## src/rtl/fp_div_pkg.sv

```systemverilog
// Shared definitions for the sequential non-restoring divider and the float divider top level.
package fp_div_pkg;

  typedef enum logic [1:0] {
    ST_IDLE = 2'd0,
    ST_RUN  = 2'd1,
    ST_FIX  = 2'd2,
    ST_DONE = 2'd3
  } div_state_t;

  function automatic int quot_width(input int w, input int frac);
    return w + frac;
  endfunction

  // Iteration counter must hold the value QW itself.
  function automatic int cnt_width(input int qw);
    return $clog2(qw + 1);
  endfunction

endpackage

```

## src/rtl/nr_step.sv

```systemverilog
// One non-restoring add/subtract step on a W+1-bit signed accumulator.
module nr_step #(
  parameter int W = 24
) (
  input  logic [W:0]   acc,
  input  logic [W-1:0] divisor,
  input  logic         mode,
  output logic [W:0]   acc_next,
  output logic         q_bit
);

  // mode=1 subtracts, mode=0 adds; the result sign gives the quotient bit.
  always_comb begin
    acc_next = mode ? (acc - {1'b0, divisor}) : (acc + {1'b0, divisor});
    q_bit    = ~acc_next[W];
  end

endmodule

```

## src/rtl/seq_nr_divider.sv

```systemverilog
// Sequential non-restoring divider: quotient = floor(dividend*2^FRAC / divisor), one bit per cycle.
//
// state | meaning
// IDLE  | ready, waiting for start
// RUN   | one quotient bit per cycle, QW cycles
// FIX   | restore a negative final remainder, latch results
// DONE  | one-cycle done pulse
module seq_nr_divider
  import fp_div_pkg::*;
#(
  parameter int W    = 24,
  parameter int FRAC = 24
) (
  input  logic                clk,
  input  logic                rst_n,
  input  logic                start,
  input  logic [W-1:0]        dividend,
  input  logic [W-1:0]        divisor,
  output logic                ready,
  output logic                done,
  output logic [W+FRAC-1:0]   quotient,
  output logic [W-1:0]        remainder,
  output logic                sticky,
  output logic                dbz
);

  localparam int QW = quot_width(W, FRAC);
  localparam int CW = cnt_width(QW);
  localparam logic [CW-1:0] CNT_LOAD = CW'(QW);

  div_state_t state_q, state_d;

  logic [CW-1:0] cnt_q, cnt_d;
  logic [W:0]    acc_q, acc_d;
  logic [W-1:0]  dvd_q, dvd_d;
  logic [W-1:0]  dvs_q, dvs_d;
  logic [QW-1:0] quo_q, quo_d;
  logic [QW-1:0] quotient_q, quotient_d;
  logic [W-1:0]  remainder_q, remainder_d;
  logic          sticky_q, sticky_d;
  logic          dbz_q, dbz_d;

  logic          accept;
  logic [W:0]    step_in;
  logic          step_mode;
  logic [W:0]    step_acc;
  logic          step_q;
  logic [W:0]    acc_fix;

  // State register and datapath flops.
  always_ff @(posedge clk or negedge rst_n) begin
    if (!rst_n) begin
      state_q     <= ST_IDLE;
      cnt_q       <= '0;
      acc_q       <= '0;
      dvd_q       <= '0;
      dvs_q       <= '0;
      quo_q       <= '0;
      quotient_q  <= '0;
      remainder_q <= '0;
      sticky_q    <= 1'b0;
      dbz_q       <= 1'b0;
    end else begin
      state_q     <= state_d;
      cnt_q       <= cnt_d;
      acc_q       <= acc_d;
      dvd_q       <= dvd_d;
      dvs_q       <= dvs_d;
      quo_q       <= quo_d;
      quotient_q  <= quotient_d;
      remainder_q <= remainder_d;
      sticky_q    <= sticky_d;
      dbz_q       <= dbz_d;
    end
  end

  always_comb begin
    state_d = state_q;
    unique case (state_q)
      ST_IDLE: if (start) state_d = (divisor == '0) ? ST_DONE : ST_RUN;
      ST_RUN:  if (cnt_q <= CW'(1)) state_d = ST_FIX;
      ST_FIX:  state_d = ST_DONE;
      ST_DONE: state_d = ST_IDLE;
      default: state_d = ST_IDLE;
    endcase
  end

  always_comb begin
    ready = (state_q == ST_IDLE);
    done  = (state_q == ST_DONE);
  end

  assign accept = ready & start;

  // The single adder serves both the RUN steps and the FIX restore.
  always_comb begin
    step_in   = (state_q == ST_RUN) ? {acc_q[W-1:0], dvd_q[W-1]} : acc_q;
    step_mode = (state_q == ST_RUN) & ~acc_q[W];
  end

  nr_step #(.W(W)) u_nr_step (
    .acc      (step_in),
    .divisor  (dvs_q),
    .mode     (step_mode),
    .acc_next (step_acc),
    .q_bit    (step_q)
  );

  always_comb begin
    acc_fix     = acc_q[W] ? step_acc : acc_q;
    cnt_d       = cnt_q;
    acc_d       = acc_q;
    dvd_d       = dvd_q;
    dvs_d       = dvs_q;
    quo_d       = quo_q;
    quotient_d  = quotient_q;
    remainder_d = remainder_q;
    sticky_d    = sticky_q;
    dbz_d       = dbz_q;
    if (accept) begin
      dvd_d = dividend;
      dvs_d = divisor;
      acc_d = '0;
      quo_d = '0;
      cnt_d = CNT_LOAD;
      if (divisor == '0) begin
        quotient_d  = '1;
        remainder_d = dividend;
        sticky_d    = 1'b1;
        dbz_d       = 1'b1;
      end
    end else if (state_q == ST_RUN) begin
      acc_d = step_acc;
      dvd_d = {dvd_q[W-2:0], 1'b0};
      quo_d = {quo_q[QW-2:0], step_q};
      cnt_d = (cnt_q != '0) ? (cnt_q - CW'(1)) : cnt_q;
    end else if (state_q == ST_FIX) begin
      acc_d       = acc_fix;
      quotient_d  = quo_q;
      remainder_d = acc_fix[W-1:0];
      sticky_d    = |acc_fix[W-1:0];
      dbz_d       = 1'b0;
    end
  end

  assign quotient  = quotient_q;
  assign remainder = remainder_q;
  assign sticky    = sticky_q;
  assign dbz       = dbz_q;

endmodule

```

## config.mk

```make
export PLATFORM = sky130hd
export DESIGN_NAME = seq_nr_divider
export DESIGN_NICKNAME = d
export VERILOG_FILES = /design/src/rtl/fp_div_pkg.sv /design/src/rtl/nr_step.sv /design/src/rtl/seq_nr_divider.sv
export SDC_FILE = /design/constraint.sdc
export NUM_CORES = 1
export LEC_CHECK = 0
export CAP_MARGIN = 20
export CORE_MARGIN = 1
export CORE_UTILIZATION = 45
export CTS_CLUSTER_DIAMETER = 60
export DETAILED_ROUTE_END_ITERATION = 12
export DONT_BUFFER_PORTS = 1
export PLACE_DENSITY_LB_ADDON = 0.08
export REMOVE_ABC_BUFFERS = 1
export SYNTH_ARGS = -nofsm -noshare
export SYNTH_HDL_FRONTEND = slang
export SYNTH_SLANG_ARGS = --single-unit
```

## constraint.sdc

```tcl
create_clock -name clk -period 8.95 [get_ports clk]
set_input_delay 0.895 -clock clk [delete_from_list [all_inputs] [get_ports clk]]
set_output_delay 0.895 -clock clk [all_outputs]
set_load 0.03 [all_outputs]
```

Word level (Yosys, flattened, before mapping)
Index checks and enable logic that the tools add are counted.
{"block": "classes", "add_sub_neg": 3, "mul": 0, "n_div": 0, "magnitude_cmp": 1, "n_eq_ne": 7, "shifts": 0, "muxes": 32, "bitwise": 4, "reduce_logical": 11}
{"operator": "two-way mux 48 bit", "count": 6}
{"operator": "two-way mux 25 bit", "count": 6}
{"operator": "two-way mux 24 bit", "count": 6}
{"operator": "adder 25 x 24 -> 25 bit", "count": 1}
{"operator": "subtractor 25 x 24 -> 25 bit", "count": 1}
{"operator": "logical NOT 24 bit", "count": 1}
{"operator": "OR reduction 24 bit", "count": 1}
{"operator": "two-way mux 6 bit", "count": 3}
{"operator": "case mux 2 bit (4 select lines)", "count": 1}
{"operator": "two-way mux 1 bit", "count": 7}
{"operator": "less-or-equal comparator 6 x 1 -> 1 bit (second input constant)", "count": 1}
{"operator": "two-way mux 2 bit", "count": 3}
{"operator": "inequality test 2 bit (second input constant)", "count": 3}
{"operator": "nonzero test 2 bit", "count": 3}
{"operator": "nonzero test 6 bit", "count": 1}
{"operator": "subtractor 6 x 1 -> 6 bit (second input constant)", "count": 1}
{"operator": "equality test 2 bit (second input constant)", "count": 2}
{"operator": "AND reduction 2 bit", "count": 2}
{"operator": "AND reduction 3 bit", "count": 1}
{"operator": "nonzero test 3 bit", "count": 1}
{"operator": "bitwise AND 1 bit", "count": 2}
{"operator": "equality test 2 x 1 -> 1 bit (second input constant)", "count": 1}
{"operator": "logical NOT 2 bit", "count": 1}
{"operator": "inequality test 2 x 1 -> 1 bit (second input constant)", "count": 1}
{"operator": "inverter 1 bit", "count": 2}
{"block": "totals", "ff_bits": 203, "latch_bits": 0, "ram_bits": 0, "rom_bits": 0, "in_bits": 51, "out_inout_bits": 76, "mem_count": 0}

Depth between registers and ports, before layout
{"block": "depth", "ltp_word": 9, "ltp_mapped": 19, "depth_no_buf": 18}

Hierarchy
From an unflattened synthesis, not the netlist that was laid out.
{"block": "hier_totals", "hier_cells": 1059, "area_unflattened_um2": 10726.5}
{"mod": "seq_nr_divider", "n_inst": 1, "cells_each": 796, "area_each_um2": 8896.0, "seq_area_each_um2": 5079.9}
{"mod": "nr_step", "n_inst": 1, "cells_each": 263, "area_each_um2": 1830.5, "seq_area_each_um2": 0.0}

Worst setup path after synthesis
Ideal clock, no wire load.
{"block": "synth_timing", "kind": "reg2reg", "from": "reg state_q[1]", "to": "reg sticky_q (netlist: sticky)", "arrival_time_ns": 4.226, "required_ns": 8.822, "setup_slack_ns": 4.596, "path_stages_with_launch": 18, "n_path_buf": 3, "period_less_slack_ns": 4.354, "cell_sequence": "dfrtp_1 > inv_1 > ha_1 > clkbuf_1 > clkbuf_1 > clkbuf_1 > mux2i_1 > inv_1 > ha_1 > nor2b_1 > o31ai_4 > a21oi_1 > o41a_1 > xor2_1 > a2111oi_0 > o21ai_0 > nor4_1 > a21oi_1"}
{"block": "synth_between", "elab_chain_cells": 9, "elab_cells_between_ends": 18, "classes_between": "2 x add/sub; 4 x eq/ne; 6 x mux; 2 x bitwise; 4 x reduce/logical"}
{"element": "from (decl)", "line": "seq_nr_divider.sv:31", "rtl": "div_state_t state_q, state_d;"}
{"element": "from (signal assigned)", "line": "seq_nr_divider.sv:64", "rtl": "state_q <= state_d;"}
{"element": "equality test 2 x 1 -> 1 bit", "line": "seq_nr_divider.sv:97, seq_nr_divider.sv:98, seq_nr_divider.sv:132"}
{"element": "two-way mux 25 bit", "line": "seq_nr_divider.sv:97", "rtl": "step_in = (state_q == ST_RUN) ? {acc_q[W-1:0], dvd_q[W-1]} : acc_q;"}
{"element": "adder 25 x 24 -> 25 bit or subtractor 25 x 24 -> 25 bit (tied branches)", "line": "nr_step.sv:14", "rtl": "acc_next = mode ? (acc - {1'b0, divisor}) : (acc + {1'b0, divisor});"}
{"element": "two-way mux 25 bit", "line": "nr_step.sv:14"}
{"element": "two-way mux 25 bit", "line": "seq_nr_divider.sv:110", "rtl": "acc_fix = acc_q[W] ? step_acc : acc_q;"}
{"element": "OR reduction 24 bit", "line": "seq_nr_divider.sv:141", "rtl": "sticky_d = |acc_fix[W-1:0];"}
{"element": "two-way mux 1 bit", "line": "seq_nr_divider.sv:137", "rtl": "end else if (state_q == ST_FIX) begin"}
{"element": "two-way mux 1 bit", "line": "seq_nr_divider.sv:132", "rtl": "end else if (state_q == ST_RUN) begin"}
{"element": "two-way mux 1 bit", "line": "seq_nr_divider.sv:120", "rtl": "if (accept) begin"}
{"element": "to (signal assigned)", "line": "seq_nr_divider.sv:72", "rtl": "sticky_q <= sticky_d;"}
{"element": "to (decl)", "line": "seq_nr_divider.sv:40", "rtl": "logic sticky_q, sticky_d;"}
Several ways; a longest one is shown, not always the timed one. The select of a mux whose other input is x is not followed.
A chain may end at the register's enable or synchronous reset.

Worst setup path after layout
Ends and elaborated chain as after synthesis.

==> metrics.md <==
| Metric | Value |
|---|---|
| Outcome | `finished, final reports clean` |
| Vias after detailed routing | `8286` |
| Iteration-0 DRC Markers | `501` |
| Worst-Margin Slew | `1.02 ns` |
| Ranking of synthesized cells by area | `dfrtp_1, mux2i_1, nand2_1, nor2_1, ha_1` |
| CTS tree | `built` |
| Clock sinks | `203` |
| Finished Cell Area | `12200 sq um` |
| Dominant synthesized flop cell | `dfrtp_1` |
| Fill count | `2285` |
| Synth area leader | `dfrtp_1` |
| Drt wl/cell | `18.0 um` |
| EDFF count, synth | `0` |
| CTS root buffer | `clkbuf_16` |
| CTS Buf Count | `25` |
| Synth Area per Inst | `9.64 sq um` |
| CP Max Fanout | `51` |
| Final setup viols | `0` |
| Worst EP required | `9.35 ns` |
| Reg clk slew, reported paths | `0.06 ns` |
| Antenna Nets Post-Route | `0` |
| Post-CTS Setup Bufs | `0` |
| Critical Path Source Type | `flop` |
| Unique cell type count in the Yosys netlist | `87` |
| WS Path Type | `reg -> reg` |
| Layout cells sized above 1 | `9.54%` |
| Placed cell area | `11300 sq um` |
| Skew-Pair Late Insertion Delay | `0.53 ns` |
| Count leader, synth | `dfrtp_1` |
| Mapped Cells | `1164` |
| Post-synthesis sequential area ratio | `45.3%` |
| Hpwl dp | `17700 um` |
| I/O Buffers | `0` |
| Largest net degree at the start of global routing | `204` |
| First-pass GRT wire length | `43700 um` |
| Multi-input gate area | `5700 sq um` |
| 1st-pass router iterations | `5` |
| Fin nets | `1211` |
| Cell Area, Synth | `11200 sq um` |
| # diodes | `0` |
| Area growth from synthesis to layout | `9.00%` |
| Final period util | `60.8%` |
| RSZ-0062 raised after global routing | `false` |
| Rel. slew slack | `32.1%` |
| I/O Pins | `127` |
| Initial antenna violation count | `0` |
| Critical Path End Type | `flop` |
| Ys async rst share | `100%` |
| Fin. Hold Viols | `0` |
| Hold Path Class | `in -> async` |
| Clk buf depth | `3` |
| Area fraction of the dominant cell type after synthesis | `45.3%` |
| Storage cell area | `5080 sq um` |
| MaxCap Viol Count | `0` |
| Vias per cell | `5.65` |
| Die area | `25600 sq um` |
| # H-tree levels | `1` |
| Yosys warns | `0` |
| Row cnt | `57` |
| Max Fclk | `184 MHz` |
| Overflow after GRT | `0` |
| Max Slew Vio Count | `0` |
| Worst Path Arrival | `5.84 ns` |
| Core Region | `24400 sq um` |
| #FFs+latches synth | `203` |
| Min cycle time layout | `5.44 ns` |
| Clk_skew | `0.00948 ns` |
| Post-CTS Hold Buffers | `0` |
| Setup tns final | `0 ns` |
| Placer Congestion | `0.850` |
| DIE HEIGHT | `160 um` |
| Routed WL | `26400 um` |
| Initial core utilization | `46.0%` |
| Post-CTS resize count | `0` |
| Die Wd | `160 um` |
| Aggregate global-route resource usage | `20.8%` |
| Commonest cells in the netlist | `dfrtp_1, nand2_1, nor2_1, a21oi_1, mux2i_1` |
| DRC | `0` |
| Number of global-route vias before repair | `8017` |
[cells by family (layout without fill, tap and decap cells)]
family | Yosys count | in the layout | share of synthesized area [%]
AOI/OAI and AO/OA | 280 | 280 | 17.4
buffers and inverters | 93 | 71 | 4.16
and+or+nand+nor | 409 | 409 | 16.5
xor gates and xnor gates | 39 | 39 | 3.04
adders and majority gates | 36 | 36 | 4.08
DFF | 203 | 203 | 45.3
muxes | 104 | 104 | 9.55
[through the flow]
stage / utilization [%] / cells / hold WS (ns) / setup WS [ns]
4_1_cts: 50.2 / 1466 / 0.0391 / 3.49
3_5_place_dp: 46.4 / 1421 / 0.473 / 3.50
3_3_place_gp: 46.4 / 1421 / 0.479 / 3.60
2_1_floorplan: - / 1088 / 0.459 / 1.52
5_1_grt: 50.2 / 1466 / 0.0351 / 3.07
6_report: 50.2 / 1466 / 0.0580 / 3.51
[sequential cells by signal, indices dropped and copies added, names as in the netlist]
register   cells
acc_q         25
cnt_q          6
dbz            1
dvd_q         24
dvs_q         24
quo_q         48
quotient      48
remainder     24
state_q        2
sticky         1
[placed cells by master, fill, tap and decap left out, drive strengths merged, types with 6 or more instances in the layout]
| cell type | count |
|---|---|
| mux2i | 79 |
| nand2b | 7 |
| o21a | 10 |
| xor2 | 16 |
| o22a | 48 |
| nand4 | 10 |
| inv | 18 |
| nor2 | 130 |
| xnor2 | 23 |
| nand2 | 159 |
| o31ai | 12 |
| a21o | 16 |
| nor3 | 21 |
| clkbuf | 32 |
| a211oi | 23 |
| dfrtp | 203 |
| or3 | 9 |
| mux2 | 25 |
| buf | 9 |
| a31oi | 11 |
| clkinv | 6 |
| nor2b | 11 |
| nand3 | 19 |
| a21oi | 81 |
| nor4 | 11 |
| o21ai | 38 |
| ha | 35 |
[final timing paths]
check                                       start                        to  slack [ns]  depth (start not counted)
min                                         rst_n     quo_q[45]$_DFFE_PN0P_        0.06                          0
max                        state_q[1]$_DFFE_PN0P_        sticky$_DFFE_PN0P_        3.51                         17
max in group asynchronous                   rst_n     acc_q[24]$_DFFE_PN0P_        8.51                          0
min in group clk                      divisor[22]     dvs_q[22]$_DFFE_PN0P_        0.46                          2
max reg2reg                state_q[1]$_DFFE_PN0P_        sticky$_DFFE_PN0P_        3.51                         17
min reg2reg                 quo_q[47]$_DFFE_PN0P_  quotient[47]$_DFFE_PN0P_        0.49                          1
[area by class of cell]
cell class | instances | share of cell area [%]
inverter | 17 | 0.522
multi-input combinational | 868 | 46.6
timing repair buffer | 9 | 0.552
sequential | 203 | 41.5
clock inverter | 13 | 1.81
clock buffer | 32 | 5.66
tap | 324 | 3.31
[per-layer routing]
layer / up-vias / track usage [%] / share of wire (%)
met5: - / 0 / 0
met4: 0 / 4.76 / 1.8
met3: 29 / 3.32 / 4.5
met2: 170 / 32.6 / 45
met1: 4005 / 30.1 / 49
li1: 4082 / - / -
[worst max-delay path, stage by stage (launching register included)]
cell,delay (ns)
dfrtp_1,0.42
inv_1,0.15
ha_4,0.63
nor2b_1,0.82
nor2_1,0.26
nor2_1,0.24
nor2_1,0.08
xnor2_1,0.17
ha_1,0.40
and4_4,0.21
a32o_2,0.24
o22ai_2,0.22
mux2i_1,0.10
or4_4,0.54
nor4_2,0.27
nand4_1,0.16
nor4_1,0.29
a21oi_1,0.10
Power is not shown: default switching activity piles up to over one toggle a cycle in this logic, so the estimate is an artifact.
